==> src/rtl/down_count_timer.sv <==
// Loadable down-counter/timer with an IDLE/RUN/EXPIRED control FSM and one-cycle done pulse.
// Optional build macro DOWN_COUNT_TIMER_AUTO_RELOAD_EN: on expiry in RUN, reload and keep running.
module down_count_timer #(
  parameter int WIDTH = 4
) (
  input  logic             clk,
  input  logic             reset,
  input  logic             load,
  input  logic [WIDTH-1:0] load_value,
  input  logic             start,
  input  logic             stop,
  input  logic             enable,
  output logic [WIDTH-1:0] count,
  output logic             busy,
  output logic             terminal,
  output logic             done,
  output logic             expired
);

  typedef enum logic [1:0] {
    ST_IDLE    = 2'd0,
    ST_RUN     = 2'd1,
    ST_EXPIRED = 2'd2
  } state_t;

  localparam logic [WIDTH-1:0] CNT_ZERO = {WIDTH{1'b0}};
  localparam logic [WIDTH-1:0] CNT_ONE  = {{(WIDTH-1){1'b0}}, 1'b1};

  state_t           state_r;
  logic [WIDTH-1:0] count_r;
  logic [WIDTH-1:0] reload_r;
  logic             done_r;

  // Control FSM, counter, reload register and done pulse; priority load > stop > start > decrement.
  always_ff @(posedge clk or posedge reset) begin
    if (reset) begin
      state_r  <= ST_IDLE;
      count_r  <= CNT_ZERO;
      reload_r <= CNT_ZERO;
      done_r   <= 1'b0;
    end else begin
      done_r <= 1'b0;
      if (load) begin
        count_r  <= load_value;
        reload_r <= load_value;
        if (state_r == ST_EXPIRED) begin
          state_r <= ST_IDLE;
        end else begin
          state_r <= state_r;
        end
      end else begin
        case (state_r)
          ST_IDLE: begin
            if (stop) begin
              state_r <= ST_IDLE;
            end else if (start) begin
              if (count_r != CNT_ZERO) begin
                state_r <= ST_RUN;
              end else begin
                state_r <= ST_EXPIRED;
                done_r  <= 1'b1;
              end
            end else begin
              state_r <= ST_IDLE;
            end
          end
          ST_RUN: begin
            if (stop) begin
              state_r <= ST_IDLE;
            end else if (enable) begin
              if (count_r > CNT_ONE) begin
                count_r <= count_r - CNT_ONE;
              end else if (count_r == CNT_ONE) begin
                done_r <= 1'b1;
`ifdef DOWN_COUNT_TIMER_AUTO_RELOAD_EN
                if (reload_r != CNT_ZERO) begin
                  count_r <= reload_r;
                end else begin
                  count_r <= CNT_ZERO;
                  state_r <= ST_EXPIRED;
                end
`else
                count_r <= CNT_ZERO;
                state_r <= ST_EXPIRED;
`endif
              end else begin
                // A zero loaded while running just parks the counter; it never wraps.
                count_r <= count_r;
              end
            end else begin
              count_r <= count_r;
            end
          end
          ST_EXPIRED: begin
            if (stop) begin
              state_r <= ST_IDLE;
            end else if (start) begin
              count_r <= reload_r;
              if (reload_r != CNT_ZERO) begin
                state_r <= ST_RUN;
              end else begin
                done_r <= 1'b1;
              end
            end else begin
              state_r <= ST_EXPIRED;
            end
          end
          default: begin
            state_r <= ST_IDLE;
            count_r <= CNT_ZERO;
          end
        endcase
      end
    end
  end

  assign count    = count_r;
  assign done     = done_r;
  assign busy     = (state_r == ST_RUN);
  assign expired  = (state_r == ST_EXPIRED);
  assign terminal = (state_r == ST_RUN) & enable & (count_r == CNT_ONE);

endmodule
==> config.mk <==
export PLATFORM = sky130hd
export DESIGN_NAME = down_count_timer
export DESIGN_NICKNAME = d
export VERILOG_FILES = /design/src/rtl/down_count_timer.sv
export SDC_FILE = /design/constraint.sdc
export NUM_CORES = 1
export LEC_CHECK = 0
export ABC_AREA = 1
export CORE_AREA = 2 2 56 58
export CTS_CLUSTER_SIZE = 40
export DETAILED_ROUTE_END_ITERATION = 16
export DIE_AREA = 0 0 58 60
export GPL_TIMING_DRIVEN = 0
export PLACE_DENSITY = 0.57
export SETUP_SLACK_MARGIN = 0.02
export SKIP_LAST_GASP = 1
export SLEW_MARGIN = 0
export SYNTH_ARGS = -nofsm -noshare
export SYNTH_HDL_FRONTEND = slang
export SYNTH_SLANG_ARGS = --single-unit
export TNS_END_PERCENT = 1
==> constraint.sdc <==
create_clock -name clk -period 2.3 [get_ports clk]
set_input_delay 0.46 -clock clk [delete_from_list [all_inputs] [get_ports clk]]
set_output_delay 0.46 -clock clk [all_outputs]
set_load 0.03 [all_outputs]
== After elaboration in Yosys (flattened, before gate mapping) ==
Index checks and enable logic that the tools add are counted.
Widths: inputs -> output; s select.
Word-level totals
  output and inout port bits: 8
  input port bits: 10
  bits in registers: 11
  logic and storage cells: 60
  latch bits: 0
  memories: 0
  memory bits (read-only): 0
  memory bits (writable): 0
Operators by class
  bitwise operators: 2
  shift operators: 0
  divide/modulo/power cells: 0
  reductions and logical operators: 5
  eq/ne operators: 14
  add/subtract/negate cells: 1
  $mul: 0
  magnitude comparators: 1
  muxes and demuxes: 33
Operators by type and width (count)
  $mux 4: 7
  $mux 2: 12
  $ne 3x3->1 const B: 4
  $pmux 4 s3: 1
  $mux 1: 11
  $ne 4x4->1 const B: 2
  $reduce_bool 4->1: 2
  $pmux 2 s3: 1
  $reduce_and 6->1: 1
  $ne 5x4->1 const B: 1
  $reduce_and 5->1: 1
  $eq 4x1->1 const B: 1
  $gt 4x1->1 const B: 1
  $ne 4x2->1 const B: 1
  $ne 4x3->1 const B: 1
  $sub 4x1->4 const B: 1
  $pmux 1 s3: 1
  $and 1x1->1: 2
  $eq 2x1->1 const B: 1
  $eq 2x2->1 const B: 1
  $logic_not 2->1: 1
  $ne 2x1->1 const B: 1
  $ne 2x2->1 const B: 1

== Logic depth before layout (Yosys ltp) ==
  word-level depth: 7
  mapped depth: 9

== Worst setup path after synthesis ==
OpenSTA, ideal clock, no wires.
  kind: register to output
  start: reg state_r[1]
  end: out terminal
  arrival: 1.454 ns
  setup slack: 0.386 ns
  cell stages (with the launch flop): 5
  cells stage by stage: dfrtp_1 inv_1 ha_1 inv_2 nor2_1
Between the ends
  longest elaborated chain between the ends: 3
RTL lines
  start: declaration: line 29  | state_t state_r;
  start signal: assignment: line 49  | state_r <= state_r;
  $eq 2x1->1
  net busy: line 14  | output logic busy,
  $and 1x1->1 (2 in a row): line 121  | assign terminal = (state_r == ST_RUN) & enable & (count_r == CNT_ONE);
  end: declaration: line 15  | output logic terminal,
The timed path passes the listed nets, and every way through them passes these cells.

== Worst setup path in the final report ==
  start: reg state_r[1]
  end: out busy
Between the ends
  longest elaborated chain between the ends: 1
RTL lines
  $eq 2x1->1: line 119  | assign busy = (state_r == ST_RUN);
  end: declaration: line 14
No other way between the ends.

==> results.py <==
metrics = {
    "sta": {
        "worstMarginPinSlew_ns": 0.430,
        "fmaxAchievable_mhz": 444,
        "setup_slack_ns": 0.0463,
        "rsz0062_at_grt": "yes",
        "max_slew_margin_pct": 71.3,
        "drv_slew": 0,
        "hold_violations": 0,
        "min_period_ns": 2.25,
        "finalSetupViolCount": 0,
        "fin_worst_skew_ns": 0.00296,
        "min_period_over_period_pct": 98.0,
    },
    "synth": {
        "ys_seq_area_share_pct": 33.2,
        "synth_top_cell_area_share_pct": 33.2,
        "syn_nets": 124,
        "yosys-top-cells-area": "dfrtp_1 33%, nand2_1 11%, ha_1 11%",
        "synth-seq-cells": 11,
        "synth_area_leader_cell": "dfrtp_1",
        "synth_edf_count": 0,
        "synthFlopType": "dfrtp_1",
        "synth.distinct_cells": 23,
        "yosys_warnings": 0,
        "ys_top_cells_by_count": "25 x nand2_1, 13 x inv_1, 11 x dfrtp_1",
        "syn-cell-area_sq_um": 828,
        "syn_inst": 107,
        "synth_async_sr_flop_share_pct": 100,
        "yosysMostFrequentCell": "nand2_1",
        "syn_area_per_cell_sq_um": 7.74,
    },
    "worst_setup_path": {
        "critPathRequiredTime_ns": 1.84,
        "crit_path_max_fanout": 7,
        "crit_type": "reg -> out",
        "end_kind": "output pin",
        "crit_start": "state_r[1]$_DFFE_PP0P_",
        "r2r-start": "state_r[0]$_DFFE_PP0P_",
        "cp-start-kind": "flip-flop",
        "cp.arrival_ns": 1.79,
    },
    "clock_tree": {
        "cts_root_buffer": "clkbuf_4",
        "h-tree-depth": 1,
        "clock_path_buffers": 2,
        "tritoncts": "done",
        "cts-buffers-inserted": 3,
        "clkSinkCount": 11,
        "insertion_delay_ns": 0.27,
        "path_clk_slew_ns": 0.07,
        "postCtsSetupBuffers": 0,
    },
    "global_route": {
        "grt_pass1_vias": 697,
        "overflow": 0,
        "grt_use_total_pct": 11.6,
        "grt_pass1_wl_mm": 3.05,
        "grt_max_degree": 12,
        "grt_antenna_before_repair": 0,
    },
    "place": {
        "post-dp-hpwl_mm": 1.49,
        "dp_slack_ns": 0.00785,
        "port_buffers": 17,
        "gp_congestion": 0.832,
    },
    "detailed_routing": {
        "drt-total-wl_mm": 1.84,
        "drtIter0Drc": 11,
        "drc_errors": 0,
        "wire_per_inst_um": 11.4,
        "drt.antenna.violating_nets": 0,
        "via_per_inst": 4.55,
        "vias": 732,
        "firstDrtPassIters": 4,
    },
    "finish": {
        "nets": 146,
        "antenna_cells": 0,
        "areaGrowthSynthToFinish_pct": 29.2,
        "multiInputGateArea_sq_um": 484,
        "drive_above_1_share_pct": 17.2,
        "fillers": 319,
        "ff_latch_area_sq_um": 275,
    },
    "die": {
        "rows": 20,
        "die_area_sq_um": 3480,
        "initial_core_util_pct": 28.5,
        "die_h_um": 60,
        "ios": 18,
        "core_area_sq_um": 2900,
        "die_x_um": 58,
    },
    "run_status": {
        "status": "finished clean",
    },
    "power": {
        "power_mw": 0.573,
        "p_leak_nw": 0.511,
        "power_density_nw_per_um2": 536,
        "vdd_drop_max_uv": 377,
    },
    "job": {
        "cap_violations": 0,
    },
    "worst_hold_path": {
        "min_path_type": "in -> async",
    },
}
## kinds of logic (layout without fill, tap and decap cells)
family / after synthesis / after routing / synth area share, %
flops: 11 / 11 / 33.2
fa+ha+maj: 7 / 7 / 10.6
compound gates: 17 / 17 / 12.1
buf+inv: 17 / 38 / 8.61
simple gates: 54 / 54 / 34.4
xor+xnor: 1 / 1 / 1.06
## stage by stage
step	hold slack (ns)	cell area, sq um	instances	setup TNS [ns]	utilization (%)
2_1_floorplan	0.312	828	107	0	-
3_5_place_dp	0.560	1040	157	0	35.8
5_1_grt	0.509	1070	161	-0.0169	36.9
3_3_place_gp	0.542	1040	157	0	35.8
6_report	0.478	1070	161	0	36.9
4_1_cts	0.492	1070	161	0	36.8
## cell usage in the layout, fill, tap and decap left out
cell             Yosys  final
dlygate4sd2_1        0      1
nor2_1               8      8
a21oi_1              4      4
o22ai_1              3      3
dfrtp_1             11     11
clkbuf_1             0      1
o21ai_2              2      2
nand3b_1             1      1
inv_1               13     13
nand2_1             25     25
ha_1                 7      6
o21ai_0              7      7
dlymetal6s2s_1       0      1
nand3_2              2      2
inv_2                3      3
or2_2                1      1
nand2_2              2      2
nor2_4               2      2
nand4_2              1      1
nand3_1              9      9
nand3_4              1      1
ha_2                 0      1
nand2_4              1      1
nor2_2               1      1
a21oi_2              1      1
clkbuf_4             0      3
buf_6                1      1
xnor2_1              1      1
clkdlybuf4s50_1      0     15
## per-layer routing
metal	vias up	wire [um]	track usage, %
met3	4	63	1.30
met1	329	961	16.4
met4	0	27	5.98
met5	-	0	0
li1	386	-	-
met2	13	784	17.2
## flip-flops by register name (all words and copies together) (netlist names)
signal    cells
state_r       2
count         4
reload_r      4
done          1
## final timing paths
path | endpoint | slack [ns] | cells after the start
max in group asynchronous | count[2]$_DFFE_PP0P_ | 1.52 | 2
max | busy | 0.05 | 3
min | state_r[1]$_DFFE_PP0P_ | 0.48 | 2
max reg2reg | state_r[1]$_DFFE_PP0P_ | 0.78 | 9
min reg2reg | reload_r[0]$_DFFE_PP0P_ | 0.56 | 2
min in group clk | reload_r[0]$_DFFE_PP0P_ | 0.56 | 2
## layout make-up
cell class / instances / area share, %
Buffer: 1 / 1.05
Multi-Input combinational cell: 79 / 45.3
Clock buffer: 4 / 2.46
Inverter: 16 / 5.61
Sequential cell: 11 / 25.7
Timing Repair Buffer: 17 / 16.0
Tap cell: 33 / 3.86
## where the power goes
group | internal, mW | switching, mW | total [mW]
Combinational | 0.0848 | 0.122 | 0.207
Clock | 0.0671 | 0.0676 | 0.135
Sequential | 0.211 | 0.0204 | 0.232
Total | 0.363 | 0.210 | 0.573
## critical path, stage by stage, from the launching register on
cell and delay (ns):
dfrtp_1 0.40, inv_1 0.12, ha_2 0.30, clkdlybuf4s50_1 0.70
## repair_timing
action	CTS	global route
gates resized for setup	2	1
hold buffers	0	0
setup endpoints to repair	2	2
(Power assumes the default switching activity.)
